`config.mk`:
```
export PLATFORM = sky130hd
export DESIGN_NAME = pulse_input_conditioner_flat
export DESIGN_NICKNAME = d
export VERILOG_FILES = /design/src/rtl/pulse_input_conditioner_if.sv /design/src/rtl/pulse_input_conditioner.sv /design/src/flat_wrapper.sv
export SDC_FILE = /design/constraint.sdc
export NUM_CORES = 1
export LEC_CHECK = 0
export ABC_AREA = 1
export BUFFER_PORTS_ARGS = -buffer_cell sky130_fd_sc_hd__buf_2
export CAP_MARGIN = 30
export CORE_MARGIN = 2
export CORE_UTILIZATION = 59
export CTS_CLUSTER_SIZE = 28
export DETAILED_ROUTE_END_ITERATION = 7
export HOLD_SLACK_MARGIN = 0.12
export PLACE_DENSITY = 0.83
export SYNTH_ARGS = -nofsm -noshare
export SYNTH_HDL_FRONTEND = slang
export SYNTH_SLANG_ARGS = --single-unit
export TNS_END_PERCENT = 1
```
`constraint.sdc`:
```
create_clock -name clk -period 1.7 [get_ports clk]
set_input_delay 0.255 -clock clk [delete_from_list [all_inputs] [get_ports clk]]
set_output_delay 0.255 -clock clk [all_outputs]
set_load 0.02 [all_outputs]
```
`src/rtl/pulse_input_conditioner_if.sv`:
```
// Signal bundle between the raw-input front end and the event-counting controller.
// The glitch_cnt member exists only when GLITCH_CNT_EN is defined.
interface pulse_input_conditioner_if;
    logic       start_raw;
    logic       event_raw;
    logic       done;
    logic       S;
    logic       X;
    logic       armed;
    logic       start_lvl;
    logic       event_lvl;
`ifdef GLITCH_CNT_EN
    logic [7:0] glitch_cnt;

    modport master (
        output start_raw, event_raw, done,
        input  S, X, armed, start_lvl, event_lvl, glitch_cnt
    );
    modport slave (
        input  start_raw, event_raw, done,
        output S, X, armed, start_lvl, event_lvl, glitch_cnt
    );
`else
    modport master (
        output start_raw, event_raw, done,
        input  S, X, armed, start_lvl, event_lvl
    );
    modport slave (
        input  start_raw, event_raw, done,
        output S, X, armed, start_lvl, event_lvl
    );
`endif
endinterface

```
`src/rtl/pulse_input_conditioner.sv`:
```
// Synchronise + debounce the start and event inputs, emit rise pulses S/X with a done interlock.
// Optional GLITCH_CNT_EN adds a saturating count of rejected glitches on glitch_cnt.
//
// state     | meaning
// ----------+-----------------------------------------------------------
// LOW       | debounced level 0, waiting for sync=1
// RISE_CHK  | sync went high, qualifying DB_CYCLES consecutive highs
// HIGH      | debounced level 1, waiting for sync=0
// FALL_CHK  | sync went low, qualifying DB_CYCLES consecutive lows
module pulse_input_conditioner #(
    parameter int SYNC_STAGES = 2,
    parameter int DB_CYCLES   = 4,
    parameter int DB_W        = 8
) (
    input logic                      clk,
    input logic                      reset,
    pulse_input_conditioner_if.slave pic
);

    localparam logic [1:0] ST_LOW      = 2'b00;
    localparam logic [1:0] ST_RISE_CHK = 2'b01;
    localparam logic [1:0] ST_HIGH     = 2'b10;
    localparam logic [1:0] ST_FALL_CHK = 2'b11;

    // Down-counter: loaded on entry to a check state, qualifies on reaching zero.
    localparam logic [DB_W-1:0] CNT_LOAD = DB_W'(DB_CYCLES - 2);
    localparam logic [DB_W-1:0] CNT_ONE  = DB_W'(1);

    logic [1:0] raw;
    logic [1:0] lvl;
    logic [1:0] rise;
`ifdef GLITCH_CNT_EN
    logic [1:0] glitch;
`endif

    // Channel 0 is start, channel 1 is event.
    assign raw = {pic.event_raw, pic.start_raw};

    for (genvar ch = 0; ch < 2; ch++) begin : g_ch
        logic [SYNC_STAGES-1:0] pipe;
        logic                   sync;
        logic [1:0]             state;
        logic [DB_W-1:0]        cnt;
        logic                   lvl_q;
        logic                   tc;

        always_ff @(posedge clk or posedge reset) begin
            if (reset) begin
                pipe <= '0;
            end else begin
                pipe <= {pipe[SYNC_STAGES-2:0], raw[ch]};
            end
        end

        assign sync = pipe[SYNC_STAGES-1];
        assign tc   = (cnt == '0);

        always_ff @(posedge clk or posedge reset) begin
            if (reset) begin
                state <= ST_LOW;
                cnt   <= '0;
                lvl_q <= 1'b0;
            end else begin
                case (state)
                    ST_LOW: begin
                        if (sync) begin
                            state <= ST_RISE_CHK;
                            cnt   <= CNT_LOAD;
                        end
                    end
                    ST_RISE_CHK: begin
                        if (!sync) begin
                            state <= ST_LOW;
                        end else if (tc) begin
                            state <= ST_HIGH;
                            lvl_q <= 1'b1;
                        end else begin
                            cnt <= cnt - CNT_ONE;
                        end
                    end
                    ST_HIGH: begin
                        if (!sync) begin
                            state <= ST_FALL_CHK;
                            cnt   <= CNT_LOAD;
                        end
                    end
                    ST_FALL_CHK: begin
                        if (sync) begin
                            state <= ST_HIGH;
                        end else if (tc) begin
                            state <= ST_LOW;
                            lvl_q <= 1'b0;
                        end else begin
                            cnt <= cnt - CNT_ONE;
                        end
                    end
                    default: state <= ST_LOW;
                endcase
            end
        end

        assign rise[ch] = (state == ST_RISE_CHK) && sync && tc;
        assign lvl[ch]  = lvl_q;
`ifdef GLITCH_CNT_EN
        assign glitch[ch] = ((state == ST_RISE_CHK) && !sync) ||
                            ((state == ST_FALL_CHK) && sync);
`endif
    end

    logic s_q;
    logic x_q;
    logic armed_q;
    logic fire_s;

    assign fire_s = rise[0] & armed_q;

    // S wins over done on the same edge; an event rise is only counted mid-run.
    always_ff @(posedge clk or posedge reset) begin
        if (reset) begin
            s_q     <= 1'b0;
            x_q     <= 1'b0;
            armed_q <= 1'b1;
        end else begin
            s_q <= fire_s;
            x_q <= rise[1] & ~armed_q & ~fire_s;
            if (fire_s) begin
                armed_q <= 1'b0;
            end else if (pic.done) begin
                armed_q <= 1'b1;
            end
        end
    end

    assign pic.S         = s_q;
    assign pic.X         = x_q;
    assign pic.armed     = armed_q;
    assign pic.start_lvl = lvl[0];
    assign pic.event_lvl = lvl[1];

`ifdef GLITCH_CNT_EN
    logic [7:0] gcnt;
    logic [8:0] gsum;

    assign gsum = {1'b0, gcnt} + 9'(glitch[0]) + 9'(glitch[1]);

    always_ff @(posedge clk or posedge reset) begin
        if (reset) begin
            gcnt <= '0;
        end else begin
            gcnt <= gsum[8] ? 8'hFF : gsum[7:0];
        end
    end

    assign pic.glitch_cnt = gcnt;
`endif

endmodule
```
`src/flat_wrapper.sv`:
```
// flat-port wrapper written by rule: the top's interface ports become plain ports
module pulse_input_conditioner_flat 
#(
    parameter int SYNC_STAGES = 2,
    parameter int DB_CYCLES   = 4,
    parameter int DB_W        = 8
)
  (clk, reset, pic_start_raw, pic_event_raw, pic_done, pic_S, pic_X, pic_armed, pic_start_lvl, pic_event_lvl);
  pulse_input_conditioner_if pic_i ();
  input logic clk;
  input logic reset;
  input wire logic [$bits(pic_i.start_raw)-1:0] pic_start_raw;
  input wire logic [$bits(pic_i.event_raw)-1:0] pic_event_raw;
  input wire logic [$bits(pic_i.done)-1:0] pic_done;
  output wire logic [$bits(pic_i.S)-1:0] pic_S;
  output wire logic [$bits(pic_i.X)-1:0] pic_X;
  output wire logic [$bits(pic_i.armed)-1:0] pic_armed;
  output wire logic [$bits(pic_i.start_lvl)-1:0] pic_start_lvl;
  output wire logic [$bits(pic_i.event_lvl)-1:0] pic_event_lvl;
  assign pic_i.start_raw = pic_start_raw;
  assign pic_i.event_raw = pic_event_raw;
  assign pic_i.done = pic_done;
  assign pic_S = pic_i.S;
  assign pic_X = pic_i.X;
  assign pic_armed = pic_i.armed;
  assign pic_start_lvl = pic_i.start_lvl;
  assign pic_event_lvl = pic_i.event_lvl;
  pulse_input_conditioner #(.SYNC_STAGES(SYNC_STAGES), .DB_CYCLES(DB_CYCLES), .DB_W(DB_W)) u_core (.clk(clk), .reset(reset), .pic(pic_i));
endmodule
```
==> results of run 1 <==
-- layout by cell type, fill, tap and decap left out, types with 2 or more instances in the layout --
master	count
buf_2	9
clkbuf_4	5
dfrtp_1	28
dlygate4sd3_1	4
ha_1	4
inv_1	28
inv_2	2
nand2_1	49
nand2_2	3
nand3_1	17
nand4_1	5
nor2_1	20
nor2_2	2
nor3_1	2
o21ai_0	13
o21ai_1	3
xor2_1	5
-- area by class of cell --
type,count,area share (%)
multi-input cells,129,38.20
inverters,30,6.598
repair buffers,14,5.425
well taps,30,2.199
flip-flops and latches,29,42.60
clock buffers,7,3.226
clock inverters,1,1.760
-- routing by layer --
metal / up-vias / global-route usage, % / part of all wire [%]
met4: 0 / 11.67 / 2.1
met3: 7 / 7.377 / 3.1
li1: 635 / - / -
met2: 21 / 44.44 / 51
met1: 587 / 27.21 / 43
met5: - / 0 / 0
-- flip-flops by register name, summed over array words and instances, names as in the netlist, named ones only --
| name | flops |
|---|---|
| u_core.pic.S | 1 |
| u_core.pic.X | 1 |
| u_core.pic.armed | 1 |
| u_core.g_ch.pipe | 4 |
| u_core.pic.start_lvl | 1 |
| u_core.g_ch.cnt | 16 |
| u_core.g_ch.state | 2 |
| u_core.pic.event_lvl | 1 |
-- cell usage after synthesis --
cell type | instances | area share (%)
nand3_1 | 17 | 5.6
nor2_2 | 2 | 0.83
buf_6 | 1 | 0.74
inv_2 | 2 | 0.50
o21ai_1 | 3 | 0.99
nand2_4 | 1 | 0.74
xor2_1 | 5 | 2.9
nand2_1 | 49 | 12
buf_2 | 1 | 0.33
nor2_4 | 1 | 0.74
inv_1 | 28 | 7.0
dfrtp_1 | 28 | 46
dfstp_2 | 1 | 1.7
nor2_1 | 20 | 5.0
clkbuf_1 | 1 | 0.25
nand4_1 | 5 | 2.1
nand3_4 | 1 | 1.2
o21bai_1 | 1 | 0.50
ha_1 | 4 | 3.3
nor3_1 | 2 | 0.66
o21ai_0 | 13 | 4.3
nor4_1 | 1 | 0.41
a21boi_1 | 1 | 0.50
nand2_2 | 3 | 1.2
-- where the power goes --
part           switching [W]  internal, W  total (W)
registers           0.000235     0.000906    0.00114
clock network       0.000241     0.000351   0.000592
logic               0.000864     0.000464    0.00133
-- kinds of logic after synthesis --
family                   share of synthesized area, %
buffers and inverters                           8.774
XOR/XNOR                                        2.897
adder cells (fa/ha/maj)                         3.311
AO/OA/AOI/OAI                                   6.291
flip-flops                                      48.10
AND/OR/NAND/NOR                                 30.63
-- final timing paths --
path                                        start                endpoint  slack (ps)  cells after the start
setup / recovery            u_core.g_ch[1].cnt[0]   u_core.g_ch[1].cnt[7]         170                      7
hold / removal             u_core.g_ch[1].pipe[0]  u_core.g_ch[1].pipe[1]         350                      0
setup reg to reg            u_core.g_ch[1].cnt[0]   u_core.g_ch[1].cnt[7]         170                      7
hold reg to reg            u_core.g_ch[1].pipe[0]  u_core.g_ch[1].pipe[1]         350                      0
max in group asynchronous                   reset        u_core.pic.armed         870                      4
min in group asynchronous                   reset   u_core.g_ch[0].cnt[3]         520                      4
-- critical path, cell delays in order, from the launching register on --
cell and delay (ps):
dfrtp_1 390, inv_1 180, ha_1 180, nand3_1 120, nor2_4 150, nand2_2 90
nand2_2 200, o21ai_0 120
-- metrics by stage --
stage                     instances  worst slack, ps  hold WS [ps]
after floorplan                 191            342.9         286.4
after global placement          228            264.3         332.2
after detailed placement        228            185.2         336.3
after CTS                       240            164.2         357.6
after global routing            240            13.39         367.9
final                           240            167.5         354.1
==> results.ini, run 1 <==
[clocking]
path_clk_slew_ps=90
clockBufferDepth=2
cts-buffers-inserted=5
clock_latency_ps=330
clkSinkCount=29
cts_hold_buf=4
post-cts-setup-buffers=0
cts_tree=done
cts-resized-gates=0
cts_htree_levels=2
root_buffer=clkbuf_4

[die]
die_h_um=54.62
initial_core_util_pct=61.57
num_rows=18
dieArea_um2=2983
io_pins=10
die_x_um=54.62
coreArea_um2=2455

[place]
io_buffer_count=9
place_hpwl_mm=2.167
gp_congestion=0.8728
place_area_um2=1582

[setup_path]
endpoint_kind=register
worst-path-max-fanout=12
critical_path_class=register to register
critPathArrivalTime_ps=1740
cp_data_required_time_ps=1910
cp-start-kind=register

[route]
drtPass1Iterations=4
vias=1250
drt-total-wl_mm=3.029
avgRoutedWirePerCell_um=12.62
drt_iter0_drc=33
viasPerCell=5.208
ant_nets=0
remaining_drc_errors=0

[timing]
relSlewSlack_pct=72.43
hold_viol=0
fmax_mhz=652.5
min_period_ps=1532
tightest_slew_ps=412.6
post-route-period-util_pct=90.15
slew_violations=0
rsz0062_at_grt=no
tns_ps=0
setup_viol=0
clock-skew-final_ps=5.572

[pwr]
ir_drop_uv=1297
leakage_nw=0.9051
total_power_w=0.003062
cellPowerDensity_nw_per_um2=1794

[layout]
fin_area_um2=1707
utilization_pct=69.52
multi_input_area_um2=651.9
final_nets=218
areaGrowthSynthToFinish_pct=12.91
drive_above_1_share_pct=13.33
seq_area_um2=726.9
n_antenna_cell=0
nFillCells=201

[global_route]
grt_max_degree=30
grt_pass1_wl_mm=5.092
antenna_found_initial=0
gr-usage-all-layers_pct=25.12
grt-ovfl-total=0
grt_pass1_vias=1232

[yosys]
synth_seq_area_share_pct=48.10
syn_inst=191
synth.avg_cell_area_um2=7.913
syn-num-nets=200
syn_area_um2=1511
yosys_warnings=0
ys_types=24
synth_seq_cells=29

[job]
max_cap_violations=0

[hold_path]
hold_path_class=register to register

[outcome]
outcome=finished, final reports clean

Power figures use the tool's default switching activity.
==> run 2, diff against run 1 <==
Settings changed: PLACE_DENSITY 0.83 to 0.88.
==> run 2 against run 1 <==
  * Sequential cell count is the same
  * Sequential power about the same
  * Via count down 2.7%
  * Worst setup slack got worse by 10 ps
  * First-iteration DRC count grew 39%
  * Final cell count is 0.83% lower
  * Clock-buffer cell count did not move
  * Fmax shrank 0.68%
  * Global-route usage decreased by 2.2 points
  * Largest power group unchanged
==> results.ini, run 2 (synthesized netlist as in run 1, its figures left out) <==
[global_route]
antenna_found_initial=0  ; unchanged
grt_pass1_vias=1124  ; was 1,232
grt_max_degree=30  ; unchanged
gr-usage-all-layers_pct=22.89  ; was 25.12%
grt_pass1_wl_mm=4.733  ; was 5.092 mm
grt-ovfl-total=0  ; unchanged

[setup_path]
cp_data_required_time_ps=1910  ; about the same
critical_path_class=register to register  ; unchanged
worst-path-max-fanout=12  ; unchanged
cp-start-kind=register  ; unchanged
r2r-start=u_core.g_ch[1].cnt[0]  ; unchanged
critPathLaunch=u_core.g_ch[1].cnt[0]  ; unchanged
endpoint_kind=register  ; unchanged
critPathArrivalTime_ps=1760  ; was 1740 ps

[die]
coreArea_um2=2455  ; unchanged
die_h_um=54.62  ; unchanged
die_x_um=54.62  ; unchanged
num_rows=18  ; unchanged
dieArea_um2=2983  ; unchanged
initial_core_util_pct=61.57  ; unchanged
io_pins=10  ; unchanged

[pwr]
cellPowerDensity_nw_per_um2=1727  ; was 1794 nW/um2
p_int_w=0.001568  ; was 0.001720 W
power.share.clock_pct=14.7  ; was 19.3%
leakage_nw=0.8867  ; was 0.9051 nW
p_comb_share_pct=46.0  ; was 43.4%
ir_drop_uv=1136  ; was 1297 uV
switching_share_pct=45.58  ; was 43.81%
p_switching_w=0.001314  ; was 0.001341 W
sequentialPowerShare_pct=39.3  ; was 37.3%

[layout]
reg.largest.list=u_core.g_ch.cnt (16), u_core.g_ch.pipe (4), u_core.g_ch.state (2)  ; unchanged
regMostFlops=u_core.g_ch.cnt  ; unchanged
areaGrowthSynthToFinish_pct=10.43  ; was 12.91%
layout_commonest_cell=nand2_1  ; unchanged
final_nets=217  ; was 218
layout_common_cells=nand2_1, inv_1, dfrtp_1  ; unchanged
n_antenna_cell=0  ; unchanged
largest_register_ffs=16  ; unchanged
fin_area_um2=1669  ; was 1707 um2
drive_above_1_share_pct=13.46  ; was 13.33%
nFillCells=214  ; was 201

[timing]
setup_viol=0  ; unchanged
post-route-period-util_pct=90.76  ; was 90.15%
min_period_ps=1543  ; was 1532 ps
fmax_mhz=648.1  ; was 652.5 MHz
tns_ps=0  ; unchanged
hold_viol=0  ; unchanged
tightest_slew_ps=390.6  ; was 412.6 ps
clock-skew-final_ps=11.24  ; was 5.572 ps
relSlewSlack_pct=73.96  ; was 72.43%
slew_violations=0  ; unchanged
rsz0062_at_grt=no  ; unchanged

[route]
drtPass1Iterations=4  ; unchanged
viasPerCell=5.109  ; was 5.208
drt-total-wl_mm=2.895  ; was 3.029 mm
remaining_drc_errors=0  ; unchanged
vias=1216  ; was 1,250
ant_nets=0  ; unchanged
avgRoutedWirePerCell_um=12.16  ; was 12.62 um
drt_iter0_drc=46  ; was 33

[outcome]
outcome=finished, final reports clean  ; unchanged

[clocking]
root_buffer=clkbuf_4  ; unchanged
clock_latency_ps=330  ; about the same
clockBufferDepth=2  ; unchanged
cts_tree=done  ; unchanged
clkSinkCount=29  ; unchanged
path_clk_slew_ps=90  ; about the same
cts_htree_levels=2  ; unchanged
cts-buffers-inserted=5  ; unchanged

[place]
place_area_um2=1582  ; unchanged
io_buffer_count=9  ; unchanged
place_hpwl_mm=2.046  ; was 2.167 mm
gp_congestion=0.8996  ; was 0.8728

[hold_path]
hold_path_class=input port to register  ; was register to register
holdCritStartpoint=pic_done  ; was u_core.g_ch[1].pipe[0]

[job]
max_cap_violations=0  ; unchanged

[run 2: metrics by stage]
| step | hold slack (ps) | setup WS (ps) | std cells | util (%) | total power [W] |
|---|---|---|---|---|---|
| floorplan | 286.4 | 342.9 | 191 | - | 0.002178 |
| global placement | 334.0 | 190.5 | 228 | 64.42 | 0.002364 |
| detailed placement | 337.0 | 161.3 | 228 | 64.42 | 0.002434 |
| CTS | 136.3 | 146.3 | 238 | 67.89 | 0.002878 |
| global route | 176.9 | 9.904 | 238 | 67.99 | 0.003134 |
| finish | 139.5 | 157.0 | 238 | 67.99 | 0.002882 |
[run 2: metal layers]
metal | track usage (%) | part of all wire [%] | routed length [um] | vias to the layer above
met5 | 0 | 0 | 0 | -
met4 | 12.08 | 3.0 | 87 | 0
met3 | 5.738 | 3.1 | 89 | 9
met2 | 38.89 | 49 | 1420 | 21
met1 | 26.29 | 45 | 1299 | 556
li1 | - | - | - | 630
[run 2: timing repair]
| item | in CTS | in global routing |
|---|---|---|
| buffers inserted | 0 | 0 |
| gates resized for setup | 0 | 1 |
| endpoints found under the setup margin | 0 | 2 |
| hold buffers | 3 | 0 |
| hold endpoints to repair | 30 | 0 |
[run 2: area by class of cell]
type                       instances  area (um2)  area share, %
timing repair buffer              13       82.58          4.948
clock buffer                       7       55.05          3.298
multi-input combinational        129       654.4          39.21
inverter                          30       112.6          6.747
tap                               30       37.54          2.249
sequential                        29       726.9          43.55
[run 2: final timing paths]
| path | endpoint | slack [ps] | depth (start not counted) |
|---|---|---|---|
| max in group asynchronous | u_core.pic.armed | 870 | 4 |
| min in group asynchronous | u_core.g_ch[0].pipe[1] | 520 | 4 |
| worst min register to register | u_core.g_ch[1].pipe[1] | 360 | 0 |
| worst max-delay path | u_core.g_ch[1].cnt[5] | 160 | 7 |
| worst max register to register | u_core.g_ch[1].cnt[5] | 160 | 7 |
| worst min-delay path | u_core.pic.armed | 140 | 3 |
[run 2: power groups by stage]
stage | clock (W) | sequential, W | combinational, W
final | 0.000424 | 0.00113 | 0.00133
after global routing | 0.000457 | 0.00117 | 0.00151
after CTS | 0.000432 | 0.00113 | 0.00132
after detailed placement | 0 | 0.00114 | 0.00129
after global placement | 0 | 0.00113 | 0.00123
after floorplan | 0 | 0.00108 | 0.00110
[run 2: worst max-delay path: stages (launching register included)]
cell     delay (ps)
dfrtp_1         390
inv_1           170
ha_1            180
nand3_1         110
nor2_4          150
nand2_2          90
nand2_2         200
o21ai_0         130
